[config.mk]
export PLATFORM = sky130hd
export DESIGN_NAME = fetch_unit
export DESIGN_NICKNAME = d
export VERILOG_FILES = /design/src/rtl/mips_pkg.sv /design/src/rtl/next_pc_calc.sv /design/src/rtl/fetch_unit.sv
export SDC_FILE = /design/constraint.sdc
export NUM_CORES = 1
export LEC_CHECK = 0
export ABC_AREA = 1
export BUFFER_PORTS_ARGS = -buffer_cell sky130_fd_sc_hd__buf_2
export CAP_MARGIN = 10
export CORE_MARGIN = 1
export CORE_UTILIZATION = 57
export CTS_BUF_LIST = sky130_fd_sc_hd__clkbuf_4 sky130_fd_sc_hd__clkbuf_8
export DETAILED_ROUTE_END_ITERATION = 7
export GPL_TIMING_DRIVEN = 0
export PLACE_DENSITY = 0.92
export SLEW_MARGIN = 0
export SYNTH_ARGS = -nofsm -noshare
export SYNTH_HDL_FRONTEND = slang
export SYNTH_SLANG_ARGS = --single-unit
[constraint.sdc]
create_clock -name clk -period 4.8 [get_ports clk]
set_clock_uncertainty 0.2 [all_clocks]
set_input_delay 0.72 -clock clk [delete_from_list [all_inputs] [get_ports clk]]
set_output_delay 0.72 -clock clk [all_outputs]
set_load 0.01 [all_outputs]
[src/rtl/mips_pkg.sv]
// Shared definitions for the MIPS front end.
// Holds the default halt encoding, the fetch FSM state encoding and the
// instruction field widths used by the fetch stage and its helpers.
package mips_pkg;

  localparam logic [31:0] HALT_WORD_DEF = 32'hFC00_0000;

  localparam int OPCODE_W = 6;
  localparam int IMM_W    = 16;
  localparam int JIDX_W   = 26;

  typedef enum logic [1:0] {
    BOOT  = 2'd0,
    RUN   = 2'd1,
    HALT  = 2'd2,
    FAULT = 2'd3
  } fetch_state_t;

endpackage

[src/rtl/next_pc_calc.sv]
// Combinational next-PC selection for the fetch stage.
// Ports:
//   pc         current fetch PC (sequential path uses pc + 4)
//   ir_pc      address of the instruction being accepted by decode
//   br_offset  signed word offset of a branch
//   jmp_index  jump target field
//   jmp        jump redirect request (already qualified by the caller)
//   br_taken   branch redirect request (already qualified by the caller)
//   next_pc    jump target, branch target, or pc + 4, in that priority
//   redirect   a jump or branch is being applied
module next_pc_calc
  import mips_pkg::*;
(
  input  logic [31:0]       pc,
  input  logic [31:0]       ir_pc,
  input  logic [IMM_W-1:0]  br_offset,
  input  logic [JIDX_W-1:0] jmp_index,
  input  logic              jmp,
  input  logic              br_taken,
  output logic [31:0]       next_pc,
  output logic              redirect
);

  logic [31:0] ir_pc_plus4;
  logic [31:0] br_disp;
  logic [31:0] br_target;
  logic [31:0] jmp_target;

  assign ir_pc_plus4 = ir_pc + 32'd4;
  // sign-extended word offset scaled to bytes
  assign br_disp     = {{(32-IMM_W-2){br_offset[IMM_W-1]}}, br_offset, 2'b00};
  assign br_target   = ir_pc_plus4 + br_disp;
  assign jmp_target  = {ir_pc_plus4[31:28], jmp_index, 2'b00};

  assign redirect = jmp | br_taken;

  always_comb begin
    next_pc = pc + 32'd4;
    if (jmp) begin
      next_pc = jmp_target;
    end else if (br_taken) begin
      next_pc = br_target;
    end
  end

endmodule

[src/rtl/fetch_unit.sv]
// Instruction fetch stage: owns the PC, reads the combinational instruction
// memory, holds the fetched word in IR for decode, applies redirects and
// stops on a halt word or an out-of-range fetch address.
// Ports:
//   clk, reset           clock; asynchronous active-high reset
//   imem_addr, imem_rd   instruction memory address (= PC) and read data
//   ir, ir_pc, ir_valid  instruction, its address and valid flag to decode
//   ir_ready             decode accepts ir this cycle
//   br_taken, br_offset  branch redirect, sampled on accept
//   jmp, jmp_index       jump redirect, sampled on accept, beats branch
//   halted, fault        sticky status (HALT / FAULT state)
//   fetch_count          number of accepted instructions, wraps
//
// state | meaning
// BOOT  | one idle cycle after reset, PC range checked
// RUN   | fetching; loads IR whenever it is empty or being accepted
// HALT  | halt word fetched; PC frozen, pending IR may drain
// FAULT | PC out of range; no fetch, pending IR may drain
module fetch_unit
  import mips_pkg::*;
#(
  parameter int          DEPTH     = 8,
  parameter logic [31:0] RESET_PC  = 32'h0000_0000,
  parameter logic [31:0] HALT_WORD = HALT_WORD_DEF
) (
  input  logic              clk,
  input  logic              reset,
  output logic [31:0]       imem_addr,
  input  logic [31:0]       imem_rd,
  output logic [31:0]       ir,
  output logic [31:0]       ir_pc,
  output logic              ir_valid,
  input  logic              ir_ready,
  input  logic              br_taken,
  input  logic [IMM_W-1:0]  br_offset,
  input  logic              jmp,
  input  logic [JIDX_W-1:0] jmp_index,
  output logic              halted,
  output logic              fault,
  output logic [31:0]       fetch_count
);

  fetch_state_t state, state_next;

  logic [31:0] pc;
  logic [31:0] next_pc;
  logic        accept;
  logic        load_opp;
  logic        in_range;
  logic        redirect_en;
  logic        redirect;
  logic        do_load;
  logic        clr_valid;

  assign accept      = ir_valid & ir_ready;
  assign load_opp    = (state == RUN) & (~ir_valid | ir_ready);
  assign in_range    = ((pc >> (DEPTH + 2)) == 32'd0) && (pc[1:0] == 2'b00);
  // redirect inputs only matter on an accept while fetching
  assign redirect_en = (state == RUN) & accept;

  next_pc_calc u_next_pc (
    .pc        (pc),
    .ir_pc     (ir_pc),
    .br_offset (br_offset),
    .jmp_index (jmp_index),
    .jmp       (jmp & redirect_en),
    .br_taken  (br_taken & redirect_en),
    .next_pc   (next_pc),
    .redirect  (redirect)
  );

  always_comb begin
    state_next = state;
    do_load    = 1'b0;
    clr_valid  = 1'b0;
    case (state)
      BOOT: state_next = in_range ? RUN : FAULT;
      RUN: begin
        if (redirect) begin
          // the word at PC is wrong-path; drop IR and refetch from target
          clr_valid = 1'b1;
        end else if (load_opp) begin
          if (!in_range) begin
            state_next = FAULT;
            clr_valid  = accept;
          end else begin
            do_load = 1'b1;
            if (imem_rd == HALT_WORD) state_next = HALT;
          end
        end
      end
      HALT, FAULT: clr_valid = accept;
      default: state_next = BOOT;
    endcase
  end

  always_ff @(posedge clk or posedge reset) begin
    if (reset) begin
      state <= BOOT;
    end else begin
      state <= state_next;
    end
  end

  always_ff @(posedge clk or posedge reset) begin
    if (reset) begin
      pc       <= RESET_PC;
      ir       <= 32'd0;
      ir_pc    <= 32'd0;
      ir_valid <= 1'b0;
    end else if (do_load) begin
      ir       <= imem_rd;
      ir_pc    <= pc;
      ir_valid <= 1'b1;
      pc       <= next_pc;
    end else if (clr_valid) begin
      ir_valid <= 1'b0;
      if (redirect) pc <= next_pc;
    end
  end

  always_ff @(posedge clk or posedge reset) begin
    if (reset) begin
      fetch_count <= 32'd0;
    end else if (accept) begin
      fetch_count <= fetch_count + 32'd1;
    end
  end

  assign imem_addr = pc;
  assign halted    = (state == HALT);
  assign fault     = (state == FAULT);

endmodule

==> results by group, run 1 <==
Cells and area
  – Commonest non-fill, non-tap cell in the layout: nand2_1
  – Nets: 1786
  – Fill cell count: approximately 1400
  – Most frequent cells in the layout: nand2_1 (470), buf_2 (219), nor2_1 (198)
  – Layout cells sized above 1: roughly 16%
  – Final instance area: 11200 sq um
  – Post-layout util: a little over two thirds
  – Area grow syn2layout: 18.25%
  – Antenna cells: 0

Floorplan
  – Die ar.: around 17000 sq um
  – Die X: 130.9 um
  – Chip height: 130.9 um
  – FP Rows: 46
  – Core area: between 15000 and 20000 sq um
  – Initial Util: 58.99%
  – I/O pins: between 200 and 250

Timing
  – Final Critical Period: approximately 3.8 ns
  – Hold WS: roughly 0.13 ns
  – RSZ-0062 raised after global routing: false
  – Fmax: 261.7 MHz
  – Final hold viol count: 0
  – Period utilisation layout: 79.60%
  – Endpoints failing setup: 0
  – Pins Over Slew Limit: 0
  – Least-Margin Pin Slew: around 0.67 ns
  – Rel. slew slack: a little under three fifths
  – Setup TNS Final: 0 ns

Clocking
  – Postcts setup bufs: 0
  – Root Driver: clkbuf_8
  – Clk buf depth: 2
  – TritonCTS clock tree: built
  – # resized after CTS: 0
  – # clock sinks: 131
  – Worst-skew pair later-pin latency: approximately 0.46 ns
  – Num CTS Buffers: 17
  – CTS Hold Bufs: 0
  – Clk slew on worst S/H paths: around 0.090 ns
  – H-tree levels: 4

Synth
  – Count of different cell masters after synthesis: 38
  – Sequential element share of the synthesized area: 34.61%
  – Post-synth ARST share: 100.0%
  – Top-area cell type share of the netlist area: between 30% and 40%
  – Yosys warnings: 0
  – Mapped Cells: around 1400
  – Largest area contributor in the netlist: dfrtp_1
  – Avg Inst Size Synth: between 6 and 7 sq um
  – Synth Cell Area: approximately 9500 sq um
  – Seq cells post-synth: 131
  – Post-synth EDFFs: 0
  – Post-synth net total: around 1600
  – Synth area leaders: dfrtp_1 (35%), nand2_1 (19%), nor2_1 (7.8%)
  – Most used DFF post-synth: dfrtp_1

Routing
  – Router iterations before antenna repair: 7
  – DR vias/cell: between 5 and 6
  – Drt drc: 0
  – Initial drt markers: ~820
  – Via count: 10280
  – Final WL: about 30 mm
  – DR WL/cell: ~16 um
  – Remaining antenna violation count: 0

Status
  – Status: complete, no violations

Setup path
  – Reg-to-reg setup timing slack: ~0.98 ns
  – Critical path data required time: about 5.0 ns
  – Kind of critical path: reg2reg
  – Startpoint Class: register
  – Endpoint class of the critical path: register
  – Worst reg2reg endpoint: imem_addr[27]
  – Origin of the critical flop-to-flop path: ir_pc[2]
  – Path depth of the worst reg2reg path: 19
  – Critical path fanouts, max: 5
  – Data arrival, critical path: 3.98 ns

Global route
  – Vias in the first global route: ~9400
  – Grt met2 use: between 50 and 60%
  – Grt ovf: 0
  – Met1 usage: a little under half
  – Met3 GRT Util: under 10%
  – Grt peak-use layer: met2
  – Total track usage: around 37%
  – Initial antenna violation count: 0
  – First-pass GRT wire length: approximately 48 mm
  – Largest net degree at the start of global routing: 71

Place
  – Placed cell areas: approximately 11000 sq um
  – Input/output buffers: approximately 210
  – DP HPWL: about 24 mm
  – Routability Congestion: between 0.9 and 1

Power
  – Pwr dens: about 210 nW/um^2
  – Max VDD drop: between 0.2 and 0.25 mV
  – Final Total Pwr: 0.002344 W
  – Leak: roughly 6.5 nW

Job
  – Max-cap violations: 0

Hold path
  – Min-Delay Path Class: in2async
per-layer routing:
| metal | part of all wire [%] | vias to the layer above |
|---|---|---|
| met2 | 46 | 488 |
| met4 | 4.1 | 0 |
| met5 | 0 | - |
| met3 | 7.9 | 68 |
| li1 | - | 4997 |
| met1 | 42 | 4730 |
metrics by stage:
stage | setup WS [ns] | cells
6_report | 0.9793 | 1896
4_1_cts | 1.115 | 1896
5_1_grt | 0.7277 | 1896
2_1_floorplan | 0.3823 | 1440
3_3_place_gp | -1.083 | 1865
3_5_place_dp | 1.137 | 1866
synthesized netlist by cell type (9+ instances only):
library cell	number
buf_2	10
nand4_1	24
clkbuf_1	14
a21oi_1	60
dfrtp_1	131
nor2_1	198
nand3_1	82
inv_1	187
o21ai_0	56
ha_1	37
nor3_1	30
nand2_1	470
xnor2_1	19
nand3b_1	9
xor2_1	54
sequential cells by signal, indices dropped and copies added (netlist names):
| signal | flops |
|---|---|
| ir | 32 |
| ir_pc | 32 |
| imem_addr | 32 |
| fetch_count | 32 |
| ir_valid | 1 |
| state | 2 |
how the worst max path moves through the flow:
stage              from              to  slack, ns
2_1_floorplan     reset  fetch_count[0]       0.38
3_3_place_gp      reset   imem_addr[17]      -1.08
3_5_place_dp   ir_pc[2]   imem_addr[31]       1.14
4_1_cts        ir_pc[2]   imem_addr[31]       1.11
5_1_grt        ir_pc[2]   imem_addr[31]       0.73
6_report       ir_pc[2]   imem_addr[27]       0.98
worst max-delay path: stages, from the launching register on:
cell and delay [ns]:
dfrtp_1 0.42, ha_1 0.22, nand3_1 0.25, nor2_1 0.24, nand3_1 0.20, nor4_1 0.47
xor2_1 0.20, inv_1 0.06, ha_1 0.37, nand2_1 0.13, nor2_1 0.21, nand2_1 0.12
nor2_1 0.10, nand2_1 0.09, nand2_1 0.08, nand2_1 0.05, nand3_1 0.13, nand2_1 0.09
nand2_1 0.06, nand2_1 0.05
where the power goes:
group,internal (W),switching (W),total [W]
combinational,0.0000950,0.000154,0.000249
clock,0.000472,0.000488,0.000960
sequential,0.00112,0.0000181,0.00114
total,0.00168,0.000661,0.00234
cells by family after synthesis:
group,after synthesis,synth area share [%]
DFF,131,34.61
buffers and inverters,220,8.916
adders and majority gates,38,5.098
AOI/OAI and AO/OA,144,8.202
and+or+nand+nor,834,36.43
xor gates and xnor gates,73,6.749
final cells by class:
| cell class | instances | area [sq um] | share of cell area [%] |
|---|---|---|---|
| buffer | 25 | 110.1 | 0.9829 |
| clock buffer | 18 | 247.7 | 2.212 |
| clock inverter | 12 | 132.6 | 1.184 |
| inverter | 195 | 739.5 | 6.601 |
| multi-input combinational | 1089 | 5350 | 47.76 |
| sequential | 131 | 3278 | 29.26 |
| tap | 216 | 270.3 | 2.413 |
| timing repair buffer | 210 | 1074 | 9.583 |
(Power assumes the default switching activity.)
==> inputs of run 2 (changes only) <==
Settings changed: CORE_UTILIZATION 57 to 52, PLACE_DENSITY 0.92 to 0.89.
Clock period 4.8 ns to 3.25 ns, I/O delays scaled along.
==> run 2 against run 1 <==
Net effect:
- register-to-register slack worse by 0.96 ns
- non-clock buffer count up 25
- worst setup slack worse by 0.96 ns
- largest power group unchanged
- highest routed layer unchanged
==> results by group, run 2 (synthesis results as in run 1) <==
Power
  – Sw frac: 29.38%
  – Final Total Pwr: 0.003457 W
  – Internal cell power: ~0.0024 W
  – Pwr dens: 293.8 nW/um^2
  – Combinational share of power: 11.4%
  – NetSw: just over 0.001 W
  – Clock share of power: around two fifths
  – Sequential Power Share: slightly below 50%
  – Leak: 6.660 nW
  – Max VDD drop: between 0.2 and 0.3 mV

Clocking
  – TritonCTS clock tree: built
  – H-tree levels: 4
  – Clk buf depth: 2
  – Num CTS Buffers: 17
  – Root Driver: clkbuf_8
  – Worst-skew pair later-pin latency: ~0.45 ns
  – # clock sinks: 131
  – Clk slew on worst S/H paths: 0.09 ns

Routing
  – Initial drt markers: between 800 and 900
  – DR WL/cell: between 15 and 20 um
  – DR vias/cell: 5.337
  – Remaining antenna violation count: 0
  – Router iterations before antenna repair: 5
  – Drt drc: 0
  – Final WL: between 30 and 40 mm
  – Via count: between 10000 and 15000

Timing
  – Fmax: just over 300 MHz
  – Period utilisation layout: 99.41%
  – Worst setup margin: about 0.019 ns
  – Endpoints failing setup: 0
  – Final hold viol count: 0
  – Least-Margin Pin Slew: approximately 0.66 ns
  – Final Critical Period: 3.231 ns
  – Rel. slew slack: around 56%
  – Pins Over Slew Limit: 0
  – Hold WS: 0.04348 ns
  – RSZ-0062 raised after global routing: true

Place
  – Pre-CTS WS: -0.4128 ns
  – DP HPWL: between 20 and 25 mm
  – Input/output buffers: between 200 and 250
  – Placed cell areas: about 11000 sq um
  – Routability Congestion: between 0.9 and 1

Global route
  – Grt ovf: 0
  – Total track usage: 33.67%
  – Largest net degree at the start of global routing: 43
  – Vias in the first global route: 9498
  – First-pass GRT wire length: approximately 48 mm
  – Initial antenna violation count: 1

Floorplan
  – Die ar.: around 19000 sq um
  – FP Rows: 48
  – I/O pins: 210
  – Chip height: approximately 140 um
  – Core area: around 18000 sq um
  – Initial Util: 54.02%
  – Die X: approximately 140 um

Setup path
  – CP peak stage delay: between 0.4 and 0.5 ns
  – Cell mode on critical path: nand2_1
  – Critical-path cell list: nand2_1 -> nor3_2 -> nand2_1 -> nor3_2 -> xor2_1 -> inv_1 -> ha_1 -> nand2_2 -> nor2_4 -> nand2_1 -> nor2_1 -> nand2_1 -> nand3_1 -> nand2_1 -> nand3_1 -> nand2_1 -> nand2_1 -> nand2_1
  – CP top delay family: simple AND/OR/NAND/NOR gates
  – Worst Path Buf+Inv: 1
  – Critical path data required time: about 3.4 ns
  – Startpoint Class: register
  – Endpoint class of the critical path: register
  – Critical path fanouts, max: 5
  – Kind of critical path: reg2reg
  – Critical path's slowest cell: dfrtp_1
  – Data arrival, critical path: 3.38 ns

Cells and area
  – Commonest non-fill, non-tap cell in the layout: nand2_1
  – Most frequent cells in the layout: nand2_1 (458), buf_2 (219), inv_1 (185)
  – Antenna cells: 0
  – Layout cells sized above 1: between 20% and 30%
  – Final instance area: around 12000 sq um
  – Nets: 1811
  – Area grow syn2layout: 24.24%

Status
  – Status: complete, no violations

Job
  – Max-cap violations: 0

Hold path
  – Min-Delay Path Class: in2reg
[run 2: cell count changes in the layout (fill, tap and decap cells not counted), sizes merged]
cell / change
clkbuf: +1
dlygate4sd3: +1
bufinv: -1
inv: +1
clkinv: +1
buf: +24
[run 2: power groups by stage]
stage / Clock, W / Combinational [W] / Sequential [W]
global placement: 0 / 0.000351 / 0.00171
floorplan: 0 / 0.000210 / 0.00172
detailed placement: 0 / 0.000368 / 0.00171
CTS: 0.00141 / 0.000373 / 0.00168
global route: 0.00147 / 0.000448 / 0.00168
finish: 0.00139 / 0.000396 / 0.00168
[run 2: cell type report]
| class | instances | area, sq um |
|---|---|---|
| fillers | 1533 | 5768 |
| multi-input cells | 1089 | 5693 |
| flip-flops and latches | 131 | 3291 |
| repair buffers | 235 | 1281 |
| inverters | 195 | 738.2 |
| well taps | 225 | 281.5 |
| clock buffers | 19 | 249.0 |
| clock inverters | 13 | 125.1 |
| plain buffers | 25 | 110.1 |
[run 2: worst min-delay path, delay by kind of cell]
family | cells | cell delay (ns)
buf+inv | 1 | 0.09
simple gates | 2 | 0.09
[run 2: final timing paths]
check	cells after the start	slack, ns	to	startpoint
setup / recovery	18	0.02	imem_addr[25]	ir_pc[12]
min in group asynchronous	3	0.43	ir[12]	reset
hold reg to reg	2	0.28	ir[29]	ir[29]
hold / removal	3	0.04	ir[23]	imem_rd[23]
setup reg to reg	18	0.02	imem_addr[25]	ir_pc[12]
max in group asynchronous	4	1.84	fetch_count[0]	reset
[run 2: stage by stage]
step,setup TNS (ns),util (%),instances
after floorplan,0,-,1440
after global placement,-1.957,61.61,1874
after detailed placement,-2.391,61.95,1877
after CTS,-0.003554,64.62,1911
after global routing,-0.5858,67.11,1932
final,0,67.11,1932
[run 2: metal layers]
layer,wire length [um],part of all wire (%),global-route usage [%],vias up
met1,12990,41,43.62,4769
met4,985,3.1,13.43,0
met2,14860,47,54.46,440
met3,2684,8.5,7.333,57
li1,-,-,-,5046
met5,0,0,0,-
[run 2: timing repair]
action	CTS	global route
endpoints found under the setup margin	13	20
setup buffers	1	21
hold endpoints to repair	18	0
hold buffers	1	0
gates resized for setup	18	72
pin swaps	0	21
gates cloned	0	0
